--- src/rtl/snake_ctl_pkg.sv ---
// -----------------------------------------------------------------------------
// snake_ctl_pkg
// Shared definitions for the snake game-state controller:
//   - coordinate widths (7-bit column, 6-bit row) and the packed body cell
//   - direction codes (0 right, 1 down, 2 left, 3 up)
//   - controller FSM state codes
//   - the three-cell body the game starts from after reset
//   - a helper returning the direction opposite to a given one
// -----------------------------------------------------------------------------
package snake_ctl_pkg;

    localparam int X_W    = 7;
    localparam int Y_W    = 6;
    localparam int CELL_W = X_W + Y_W;

    typedef enum logic [1:0] {
        DIR_RIGHT = 2'd0,
        DIR_DOWN  = 2'd1,
        DIR_LEFT  = 2'd2,
        DIR_UP    = 2'd3
    } dir_t;

    typedef enum logic [2:0] {
        INIT       = 3'd0,
        APPLE_WAIT = 3'd1,
        IDLE       = 3'd2,
        MOVE       = 3'd3,
        SCAN       = 3'd4,
        COMMIT     = 3'd5,
        OVER       = 3'd6
    } state_t;

    typedef struct packed {
        logic [X_W-1:0] x;
        logic [Y_W-1:0] y;
    } cell_t;

    // Starting body lies on row 12, tail at column 14 and head at column 16.
    localparam logic [X_W-1:0] RESET_TAIL_X = 7'd14;
    localparam logic [X_W-1:0] RESET_MID_X  = 7'd15;
    localparam logic [X_W-1:0] RESET_HEAD_X = 7'd16;
    localparam logic [Y_W-1:0] RESET_Y      = 6'd12;
    localparam int             RESET_LEN    = 3;

    // Right/left and down/up differ only in the upper code bit, so flipping
    // that bit yields the reverse heading.
    function automatic dir_t opposite_dir(input dir_t d);
        return dir_t'(d ^ 2'b10);
    endfunction

endpackage

--- src/rtl/snake_body_ram.sv ---
// -----------------------------------------------------------------------------
// snake_body_ram
// Ring buffer holding the snake body, one cell (column,row) per entry.
// Body entry k (0 = head) lives at mem[(head_ptr - k) mod MAX_LEN], so the
// buffer never has to shift: a step just advances head_ptr and writes the new
// head in front of the old one. The oldest slot is simply left behind when
// the snake does not grow.
//
// Ports:
//   pclk, rst   clock and synchronous active-high reset
//   wr_en       advance head_ptr and store wr_cell as the new head
//   wr_cell     new head cell
//   scan_idx    body index for the collision scan, scan_cell 1 cycle later
//   rd_idx      body index for the drawing stage, rd_cell 1 cycle later
// -----------------------------------------------------------------------------
module snake_body_ram
    import snake_ctl_pkg::*;
#(
    parameter  int MAX_LEN = 64,
    localparam int IW      = $clog2(MAX_LEN)
) (
    input  logic          pclk,
    input  logic          rst,
    input  logic          wr_en,
    input  cell_t         wr_cell,
    input  logic [IW-1:0] scan_idx,
    output cell_t         scan_cell,
    input  logic [IW-1:0] rd_idx,
    output cell_t         rd_cell
);

    cell_t         mem [MAX_LEN];
    logic [IW-1:0] head_ptr;
    logic [IW-1:0] wr_ptr;

    assign wr_ptr = head_ptr + 1'b1;

    // Storage and head pointer. Reset rebuilds the starting body so that a
    // reset in the middle of a game returns to the same picture; slots 0..2
    // hold tail..head and head_ptr points at slot 2.
    always_ff @(posedge pclk) begin
        if (rst) begin
            for (int i = 0; i < MAX_LEN; i++) begin
                mem[i] <= '0;
            end
            mem[0]   <= '{x: RESET_TAIL_X, y: RESET_Y};
            mem[1]   <= '{x: RESET_MID_X,  y: RESET_Y};
            mem[2]   <= '{x: RESET_HEAD_X, y: RESET_Y};
            head_ptr <= IW'(2);
        end else if (wr_en) begin
            mem[wr_ptr] <= wr_cell;
            head_ptr    <= wr_ptr;
        end
    end

    // Two independent synchronous read ports. The subtraction wraps modulo
    // MAX_LEN naturally because the pointer is exactly IW bits wide. The
    // drawing port never waits on the collision scan.
    always_ff @(posedge pclk) begin
        if (rst) begin
            scan_cell <= '0;
            rd_cell   <= '0;
        end else begin
            scan_cell <= mem[head_ptr - scan_idx];
            rd_cell   <= mem[head_ptr - rd_idx];
        end
    end

endmodule

--- src/rtl/snake_ctl.sv ---
// -----------------------------------------------------------------------------
// snake_ctl
// Game-state controller for the snake display pipeline. Every FRAMES_PER_STEP
// vsync rising edges the snake moves one cell in its latched direction. The
// new head is checked against the walls, then against the body one entry per
// cycle; eating the apple grows the snake and asks the coordinate generator
// for a new apple over a req/ack handshake.
//
// Ports:
//   pclk, rst               pixel clock, synchronous active-high reset
//   vsync_in                vsync from the timing chain (edge detected here)
//   dir_in, dir_valid       requested direction and its one-cycle qualifier
//   apple_req               asking for a new apple position
//   apple_ack, apple_x_in,
//   apple_y_in              candidate apple position from the generator
//   apple_x, apple_y        current apple position
//   head_x, head_y          current head position
//   snake_len               current length, 3..MAX_LEN
//   step_done               one-cycle pulse when a step commits
//   game_over               sticky collision flag
//   rd_idx                  body index for drawing (0 = head)
//   rd_x, rd_y, rd_valid    cell at rd_idx one cycle later, and rd_idx < len
// -----------------------------------------------------------------------------
module snake_ctl
    import snake_ctl_pkg::*;
#(
    parameter  int GRID_W          = 32,
    parameter  int GRID_H          = 24,
    parameter  int MAX_LEN         = 64,
    parameter  int FRAMES_PER_STEP = 8,
    localparam int IW              = $clog2(MAX_LEN),
    localparam int LEN_W           = IW + 1,
    localparam int FC_W            = (FRAMES_PER_STEP > 1) ? $clog2(FRAMES_PER_STEP) : 1
) (
    input  logic             pclk,
    input  logic             rst,
    input  logic             vsync_in,
    input  logic [1:0]       dir_in,
    input  logic             dir_valid,
    input  logic             apple_ack,
    input  logic [X_W-1:0]   apple_x_in,
    input  logic [Y_W-1:0]   apple_y_in,
    output logic             apple_req,
    output logic [X_W-1:0]   apple_x,
    output logic [Y_W-1:0]   apple_y,
    output logic [X_W-1:0]   head_x,
    output logic [Y_W-1:0]   head_y,
    output logic [LEN_W-1:0] snake_len,
    output logic             step_done,
    output logic             game_over,
    input  logic [IW-1:0]    rd_idx,
    output logic [X_W-1:0]   rd_x,
    output logic [Y_W-1:0]   rd_y,
    output logic             rd_valid
);

    state_t           state;
    state_t           next_state;

    logic             vsync_q;
    logic             vsync_rise;
    logic [FC_W-1:0]  frame_cnt;
    logic             frame_wrap;
    logic             step_tick;

    dir_t             pending;
    dir_t             dir_req;

    logic [X_W-1:0]   cand_x;
    logic [Y_W-1:0]   cand_y;
    logic             cand_wall;
    logic             cand_eat;
    logic             cand_grow;

    logic [X_W-1:0]   next_x;
    logic [Y_W-1:0]   next_y;
    logic             grow_q;
    logic             eat_q;

    logic [LEN_W-1:0] scan_cnt;
    logic [LEN_W-1:0] scan_cnt_inc;
    logic [LEN_W-1:0] scan_last;
    logic [IW-1:0]    scan_addr;
    logic             scan_hit;

    logic             wr_en;
    cell_t            scan_cell;
    cell_t            rd_cell;

    assign vsync_rise = vsync_in & ~vsync_q;
    assign frame_wrap = (frame_cnt == FC_W'(FRAMES_PER_STEP - 1));
    assign step_tick  = vsync_rise & frame_wrap & (state != OVER);
    assign dir_req    = dir_t'(dir_in);

    // Candidate head for the step being started, taken from the pending
    // direction (which is the heading adopted in MOVE). The wall test looks
    // at the current head so underflow from 0 never has to be decoded from a
    // wrapped value.
    always_comb begin
        cand_x    = head_x;
        cand_y    = head_y;
        cand_wall = 1'b0;
        case (pending)
            DIR_RIGHT: begin
                cand_x    = head_x + 1'b1;
                cand_wall = (head_x == X_W'(GRID_W - 1));
            end
            DIR_DOWN: begin
                cand_y    = head_y + 1'b1;
                cand_wall = (head_y == Y_W'(GRID_H - 1));
            end
            DIR_LEFT: begin
                cand_x    = head_x - 1'b1;
                cand_wall = (head_x == '0);
            end
            DIR_UP: begin
                cand_y    = head_y - 1'b1;
                cand_wall = (head_y == '0);
            end
            default: begin
                cand_wall = 1'b0;
            end
        endcase
    end

    assign cand_eat  = (cand_x == apple_x) && (cand_y == apple_y);
    assign cand_grow = cand_eat && (snake_len < LEN_W'(MAX_LEN));

    // The scan reads one body entry per cycle through a registered port, so
    // the address runs one entry ahead of the comparison: MOVE fetches entry
    // 0, and each SCAN cycle fetches the entry compared in the next cycle.
    // A growing snake keeps its tail, so the whole body is scanned; otherwise
    // the tail cell is about to be vacated and is skipped.
    assign scan_cnt_inc = scan_cnt + 1'b1;
    assign scan_addr    = (state == MOVE) ? '0 : scan_cnt_inc[IW-1:0];
    assign scan_last    = grow_q ? (snake_len - LEN_W'(1)) : (snake_len - LEN_W'(2));
    assign scan_hit     = (scan_cell.x == next_x) && (scan_cell.y == next_y);

    // State register.
    always_ff @(posedge pclk) begin
        if (rst) begin
            state <= INIT;
        end else begin
            state <= next_state;
        end
    end

    // Next-state and state-decoded outputs. Ticks arriving anywhere but IDLE
    // are dropped, and an ack outside APPLE_WAIT has no effect because only
    // that state looks at it. OVER is only left through reset.
    always_comb begin
        next_state = state;
        apple_req  = 1'b0;
        game_over  = 1'b0;
        wr_en      = 1'b0;
        case (state)
            INIT: begin
                next_state = APPLE_WAIT;
            end
            APPLE_WAIT: begin
                apple_req = 1'b1;
                if (apple_ack) begin
                    next_state = IDLE;
                end
            end
            IDLE: begin
                if (step_tick) begin
                    next_state = MOVE;
                end
            end
            MOVE: begin
                next_state = cand_wall ? OVER : SCAN;
            end
            SCAN: begin
                if (scan_hit) begin
                    next_state = OVER;
                end else if (scan_cnt == scan_last) begin
                    next_state = COMMIT;
                end
            end
            COMMIT: begin
                wr_en      = 1'b1;
                next_state = eat_q ? APPLE_WAIT : IDLE;
            end
            OVER: begin
                game_over = 1'b1;
            end
            default: begin
                next_state = INIT;
            end
        endcase
    end

    // Frame counter and direction latch. Both freeze once the game is over.
    // A requested direction is taken unless it reverses the direction the
    // snake will move in next, so a "down then up" pair between two steps
    // keeps down. A request during MOVE lands after the heading for the
    // current step was already taken, so it applies to the following step.
    always_ff @(posedge pclk) begin
        if (rst) begin
            vsync_q   <= 1'b0;
            frame_cnt <= '0;
            pending   <= DIR_RIGHT;
        end else begin
            vsync_q <= vsync_in;
            if (state != OVER) begin
                if (vsync_rise) begin
                    frame_cnt <= frame_wrap ? '0 : frame_cnt + 1'b1;
                end
                if (dir_valid && (dir_req != opposite_dir(pending))) begin
                    pending <= dir_req;
                end
            end
        end
    end

    // Step datapath: MOVE freezes the candidate head and the grow/eat
    // decisions, SCAN advances the scan counter, COMMIT publishes the new
    // head and length together with the step_done pulse. The apple is
    // captured on the ack edge.
    always_ff @(posedge pclk) begin
        if (rst) begin
            apple_x   <= '0;
            apple_y   <= '0;
            head_x    <= RESET_HEAD_X;
            head_y    <= RESET_Y;
            snake_len <= LEN_W'(RESET_LEN);
            next_x    <= '0;
            next_y    <= '0;
            grow_q    <= 1'b0;
            eat_q     <= 1'b0;
            scan_cnt  <= '0;
            step_done <= 1'b0;
        end else begin
            step_done <= 1'b0;
            if ((state == APPLE_WAIT) && apple_ack) begin
                apple_x <= apple_x_in;
                apple_y <= apple_y_in;
            end
            if (state == MOVE) begin
                next_x   <= cand_x;
                next_y   <= cand_y;
                grow_q   <= cand_grow;
                eat_q    <= cand_eat;
                scan_cnt <= '0;
            end
            if (state == SCAN) begin
                scan_cnt <= scan_cnt_inc;
            end
            if (state == COMMIT) begin
                head_x    <= next_x;
                head_y    <= next_y;
                step_done <= 1'b1;
                if (grow_q) begin
                    snake_len <= snake_len + 1'b1;
                end
            end
        end
    end

    // Drawing-port qualifier, registered so it lines up with rd_x/rd_y and
    // reflects the length at the moment rd_idx was sampled.
    always_ff @(posedge pclk) begin
        if (rst) begin
            rd_valid <= 1'b0;
        end else begin
            rd_valid <= ({1'b0, rd_idx} < snake_len);
        end
    end

    snake_body_ram #(
        .MAX_LEN (MAX_LEN)
    ) u_body (
        .pclk      (pclk),
        .rst       (rst),
        .wr_en     (wr_en),
        .wr_cell   ('{x: next_x, y: next_y}),
        .scan_idx  (scan_addr),
        .scan_cell (scan_cell),
        .rd_idx    (rd_idx),
        .rd_cell   (rd_cell)
    );

    assign rd_x = rd_cell.x;
    assign rd_y = rd_cell.y;

endmodule

--- config.mk ---
export PLATFORM = sky130hd
export DESIGN_NAME = snake_ctl
export DESIGN_NICKNAME = d
export VERILOG_FILES = /design/src/rtl/snake_ctl_pkg.sv /design/src/rtl/snake_body_ram.sv /design/src/rtl/snake_ctl.sv
export SDC_FILE = /design/constraint.sdc
export NUM_CORES = 2
export LEC_CHECK = 0
export CAP_MARGIN = 20
export CORE_MARGIN = 5
export CORE_UTILIZATION = 35
export DETAILED_ROUTE_END_ITERATION = 10
export GPL_TIMING_DRIVEN = 0
export PLACE_DENSITY = 0.52
export SLEW_MARGIN = 20
export SYNTH_ARGS = -nofsm -noshare
export SYNTH_HDL_FRONTEND = slang
export SYNTH_SLANG_ARGS = --single-unit
--- constraint.sdc ---
create_clock -name pclk -period 4.6 [get_ports pclk]
set_input_delay 0.92 -clock pclk [delete_from_list [all_inputs] [get_ports pclk]]
set_output_delay 0.92 -clock pclk [all_outputs]
set_load 0.005 [all_outputs]
[After elaboration in Yosys (flattened, before gate mapping)]
Memory sizes are Yosys's and may differ from the RTL's. A register that Yosys moved wholly into a read port is not among the register bits.
Index checks and enable logic that the tools add are counted.
Cells by class
  add/subtract/negate cells: 12
  $mul: 0
  div/mod/pow operators: 0
  $lt $le $gt $ge: 2
  equality and inequality tests: 22
  shifts and indexed selects: 0
  mux-type cells: 29
  bitwise gates (word level): 9
  reductions and logical operators: 15
Operators with widths (number)
  13-bit two-way mux: 4
  7-bit by 1-bit adder with 7-bit output (second input constant): 3
  7-bit equality test: 3
  7-bit two-way mux: 3
  3-bit case mux with 7 select lines: 1
  3-bit two-way mux: 5
  7-bit case mux with 2 select lines: 1
  7-bit by 1-bit subtractor with 7-bit output (second input constant): 2
  13-bit OR reduction: 1
  6-bit by 1-bit adder with 6-bit output (second input constant): 2
  3-bit equality test (second input constant): 4
  6-bit equality test: 2
  6-bit two-way mux: 2
  6-bit case mux with 2 select lines: 1
  6-bit subtractor: 2
  1-bit two-way mux: 9
  7-bit by 5-bit equality test with 1-bit output (second input constant): 1
  7-bit logical NOT: 1
  6-bit by 7-bit < comparator with 1-bit output: 1
  7-bit < comparator (second input constant): 1
  7-bit by 2-bit subtractor with 7-bit output (second input constant): 1
  3-bit by 2-bit equality test with 1-bit output (second input constant): 2
  6-bit by 5-bit equality test with 1-bit output (second input constant): 1
  6-bit logical NOT: 1
  other kinds (19): 35
Word-level totals
  flip-flop bits (word level): 72
  bits in latches: 0
  bits in writable memories: 832
  bits in read-only memories: 0
  memories: 1
Memory list
  u_body.mem: words 64, width 13, read ports 2, clocked after Yosys merged registers in 2, wr ports 64, line snake_body_ram.sv:32  | cell_t mem [MAX_LEN];

[Longest topological paths before layout]
  depth in word-level cells: 7
  mapped depth: 15
  mapped depth without buffers: 12

[Modules after synthesis]
From an unflattened synthesis, not the netlist that was laid out.
Second synthesis, totals
  cells, all modules: 3843
  area, all modules: 50472.2 um2
Modules (own cells, without submodules)
  snake_body_ram: instances 1, cells each 3357, area an instance 46527.1 um2, sequential area each 25624.6 um2
  snake_ctl: instances 1, cells each 486, area an instance 3945.0 um2, sequential area each 1321.3 um2

[Worst setup path before layout]
No wires, ideal clock.
  path type: register to register
  start point: register state[0]
  end point: register u_body.scan_cell[0] (netlist name)
  data arrival time: 3.731 ns
  setup slack: 0.736 ns
  cell stages (with the launch flop): 15
  buffers on the path: 5
  clock period less this slack: 3.864 ns
  cell sequence: dfxtp_1 -> buf_2 -> nand2_1 -> nor2_1 -> clkbuf_1 -> nor2_1 -> ha_1 -> fa_1 -> buf_2 -> clkbuf_1 -> clkbuf_1 -> mux4_2 -> mux4_2 -> mux2i_1 -> o22ai_1
Between the ends
  longest elaborated chain between the ends: 3
Ends and longest elaborated chain
  from (decl): line snake_ctl.sv:57  | state_t state;
  from (signal assigned): line snake_ctl.sv:144  | state <= next_state;
  3-bit by 2-bit equality test with 1-bit output: line snake_ctl.sv:135  | assign scan_addr = (state == MOVE) ? '0 : scan_cnt_inc[IW-1:0];
  6-bit two-way mux: line snake_ctl.sv:135
  6-bit subtractor: line snake_body_ram.sv:64  | scan_cell <= mem[head_ptr - scan_idx];
Every way passes these cells.
A chain may end at the register's enable or synchronous reset.

[Final worst setup path]
  start point: input rd_idx[0]
  end point: register u_body.rd_cell[3] (netlist name)
Between the ends
  longest elaborated chain between the ends: 1
Ends and longest elaborated chain
  from (decl): line snake_ctl.sv:51  | input logic [IW-1:0] rd_idx,
  6-bit subtractor: line snake_body_ram.sv:65  | rd_cell <= mem[head_ptr - rd_idx];
Every way passes these cells.

==> flow_summary.ini <==
[run_status]
status = complete, but fails checks
violations = negative setup slack

[synth]
synth_top_family_by_area = multiplexers
syn-num-nets = 3410
synth-simple-area-share = 0.136
ys_seq_area_frac = 0.541
synth-seq-cells = 930
synth.avg_cell_area_um2 = 14.8
ys_types = 67
syn_inst = 3356
ys_async_sr_fraction = 0
synth_edf_count = 832
synth_compound_area_frac = 0.0249
synth-xor-area-share = 0.0125
syn_area_um2 = 49800
synth_mux_area_frac = 0.248
synth_fa_ha_area_frac = 0.00734
ys.flop_type = edfxtp_1
yosys_warnings = 0

[flow_run]
maxCapViolations = 0

[route]
drc = 0
drt_wl_total_um = 198000
viasPerCell = 5.95
ant_nets = 0
firstDrtPassIters = 6
initialDrtViolationCount = 4836
num_vias = 33296
detail_route.wl_per_cell_um = 35.3

[clocking]
clk_pin_slew_worst_paths_ns = 0.06
clockBufferDepth = 3
cts_num_sinks = 930
hold_buffers = 0
cts_htree_levels = 3
cts_tree = yes
root_buffer = clkbuf_16
clk_latency_ns = 0.75
cts-buffers-inserted = 107

[die]
fp.dieW_um = 387
die-area_um2 = 150000
start_util = 0.352
num_rows = 138
io_pins = 76
core_um2 = 141000
die_height_um = 387

[worst_setup_path]
path_max_fanout = 10
worst-endpoint-required_ns = 5.09
worstPathArrival_ns = 5.17
cp-start-kind = input port
r2r_end = u_body.rd_cell[3]$_SDFF_PP0_
critPathKind = in2reg
rrSetupSlack_ns = 0.02
ff2ff_path_depth = 12
reg2reg_from = u_body.head_ptr[0]$_SDFFE_PP0P_
worstSetupEndpointType = flop

[grt]
grt_pass1_wl_um = 268000
antenna_found_initial = 18
overflow = 0
track_usage = 0.258
grt_max_degree = 16
grt_pass1_vias = 32304

[timing]
rsz0062_at_grt = false
fin_crit_sh = 1.02
hold_ws_ns = 0.484
slew_headroom = 0.129
max_freq_mhz = 214
finalSetupViolations = 4
worst_pin_slew_ns = 1.30
fin_skew_ns = 0.0316
drv_slew = 0
finalCriticalPeriod_ns = 4.68
layout_setup_ws_ns = -0.0769
setup_tns_ns = -0.182
finalHoldViolCount = 0

[layout]
fillers = 12968
seq_area_um2 = 26900
nets = 3657
area_delta_synth_final_pct = 15.6
drive_gt1_frac = 0.262
postLayoutCoreUtil = 0.407
multi_input_area_um2 = 21700

[pwr]
peakVddDrop_uv = 314
power.leakage_nw = 20.1
p_total_mw = 21.8
p_per_area_nw_per_um2 = 379

[worst_hold_path]
hp-start = eat_q$_SDFFE_PP0N_
min_path_cells = 2
min_path_type = reg2reg
holdPathEnd = eat_q$_SDFFE_PP0N_

[place]
gp_congestion = 1.04
hpwl_um = 147000
place_ws_ns = -1.44
port_buffers = 74
power breakdown:
group	switching [mW]	internal, mW
clock network	3.72	4.65
logic	2.30	1.44
registers	0.205	9.48
total	6.23	15.6
cell type report:
cell class                 instances  area share
sequential                       930       0.468
tap                             1890      0.0411
multi-input combinational       2059       0.376
antenna                           13    0.000565
clock inverter                    70     0.00959
inverter                          23     0.00150
clock buffer                     132      0.0490
timing repair buffer             138      0.0257
buffer                           344      0.0281
through the flow:
step                      instances  area (um2)
after floorplan                3356       49800
after global placement         5320       52900
after detailed placement       5384       53900
after CTS                      5586       57500
after global routing           5586       57500
final                          5599       57600
state kept, by name (all words and copies together), names as in the netlist, 6 cells and up:
| signal | count |
|---|---|
| u_body.scan_cell | 13 |
| apple_y | 6 |
| snake_len | 7 |
| scan_cnt | 7 |
| next_x | 7 |
| next_y | 6 |
| u_body.head_ptr | 6 |
| u_body.mem | 832 |
| u_body.rd_cell | 13 |
| apple_x | 7 |
| head_x | 7 |
| head_y | 6 |
metal layers:
metal | wire length (um) | GRT usage | up-vias
met2 | 87900 | 0.390 | 2047
met4 | 12100 | 0.132 | 4
met1 | 78100 | 0.342 | 17483
met5 | 30 | 0 | -
li1 | - | - | 13347
met3 | 19800 | 0.0695 | 415
synth_stat cells (all sizes together), types with 2 or more instances:
cell type / count / area (um2)
a2111oi: 3 / 32.5
a211oi: 9 / 67.6
a21o: 6 / 45.0
a21oi: 55 / 275
a22oi: 3 / 22.5
a31oi: 6 / 37.5
and2: 821 / 5140
and3: 7 / 43.8
and4b: 2 / 20.0
buf: 89 / 459
clkbuf: 255 / 958
dfxtp: 98 / 1960
edfxtp: 832 / 25000
fa: 2 / 40.0
ha: 26 / 325
inv: 23 / 86.3
mux2i: 64 / 648
mux4: 520 / 11700
nand2: 107 / 402
nand2b: 6 / 37.5
nand3: 21 / 105
nand3b: 3 / 22.5
nand4: 9 / 56.3
nand4b: 3 / 26.3
nor2: 120 / 450
nor2b: 9 / 56.3
nor3: 15 / 80.1
nor3b: 7 / 52.6
nor4: 9 / 56.3
o211ai: 2 / 15.0
o21a: 3 / 22.5
o21ai: 79 / 395
o22a: 3 / 26.3
o22ai: 29 / 195
o31ai: 2 / 15.0
or2: 5 / 31.3
or3: 19 / 119
or3b: 2 / 17.5
or4b: 2 / 23.8
xnor2: 36 / 315
xor2: 30 / 263
timing repair:
action,CTS,global route
setup endpoints to repair,26,24
endpoints found under the hold margin,0,0
gates resized for setup,60,42
setup buffers,0,0
worst max-delay path: stages:
cell and delay (ns):
clkdlybuf4s50_1 0.59, ha_1 0.20, inv_1 0.05, fa_1 0.46, buf_2 0.42, clkbuf_2 0.39, clkbuf_2 0.51, mux4_2 0.39
mux4_2 0.59, mux2i_1 0.27, o22ai_1 0.33
cells in the final DEF, fill, tap and decap left out, types with 10 or more instances in the layout:
cell type,instances
mux4_2,520
clkdlybuf4s50_1,74
edfxtp_1,832
nand2_1,106
nor2_1,119
inv_1,23
buf_6,65
clkbuf_2,48
o21ai_2,64
clkbuf_1,212
buf_2,60
and2_1,821
o22ai_1,27
xnor2_1,34
mux2i_1,62
diode_2,13
o21ai_0,10
xor2_1,30
or3_1,19
buf_4,18
ha_1,26
a21oi_1,55
nand3_1,21
clkbuf_16,108
clkinv_1,24
dfxtp_1,98
clkinv_2,27
nor3_1,14
how the worst max path moves through the flow:
stage                                from                              to  slack (ns)  cells past startpoint
floorplan           state[0]$_SDFFE_PP0P_  u_body.scan_cell[0]$_SDFF_PP0_        0.74                     14
global placement    state[0]$_SDFFE_PP0P_  u_body.scan_cell[5]$_SDFF_PP0_       -1.66                     14
detailed placement  state[0]$_SDFFE_PP0P_  u_body.scan_cell[5]$_SDFF_PP0_       -1.44                     14
CTS                 state[0]$_SDFFE_PP0P_  u_body.scan_cell[5]$_SDFF_PP0_       -0.02                     14
global route                    rd_idx[0]    u_body.rd_cell[6]$_SDFF_PP0_       0.004                     10
finish                          rd_idx[0]    u_body.rd_cell[3]$_SDFF_PP0_       -0.08                     11
logic make-up (layout without fill, tap and decap cells):
logic type | after synthesis | in the layout
simple gates | 1169 | 1169
flops | 930 | 930
mux | 584 | 584
buf+inv | 367 | 707
compound gates | 210 | 210
xor+xnor | 68 | 68
fa+ha+maj | 28 | 28
other cells | 0 | 13
No activity file was read; power rests on OpenSTA's default activity.
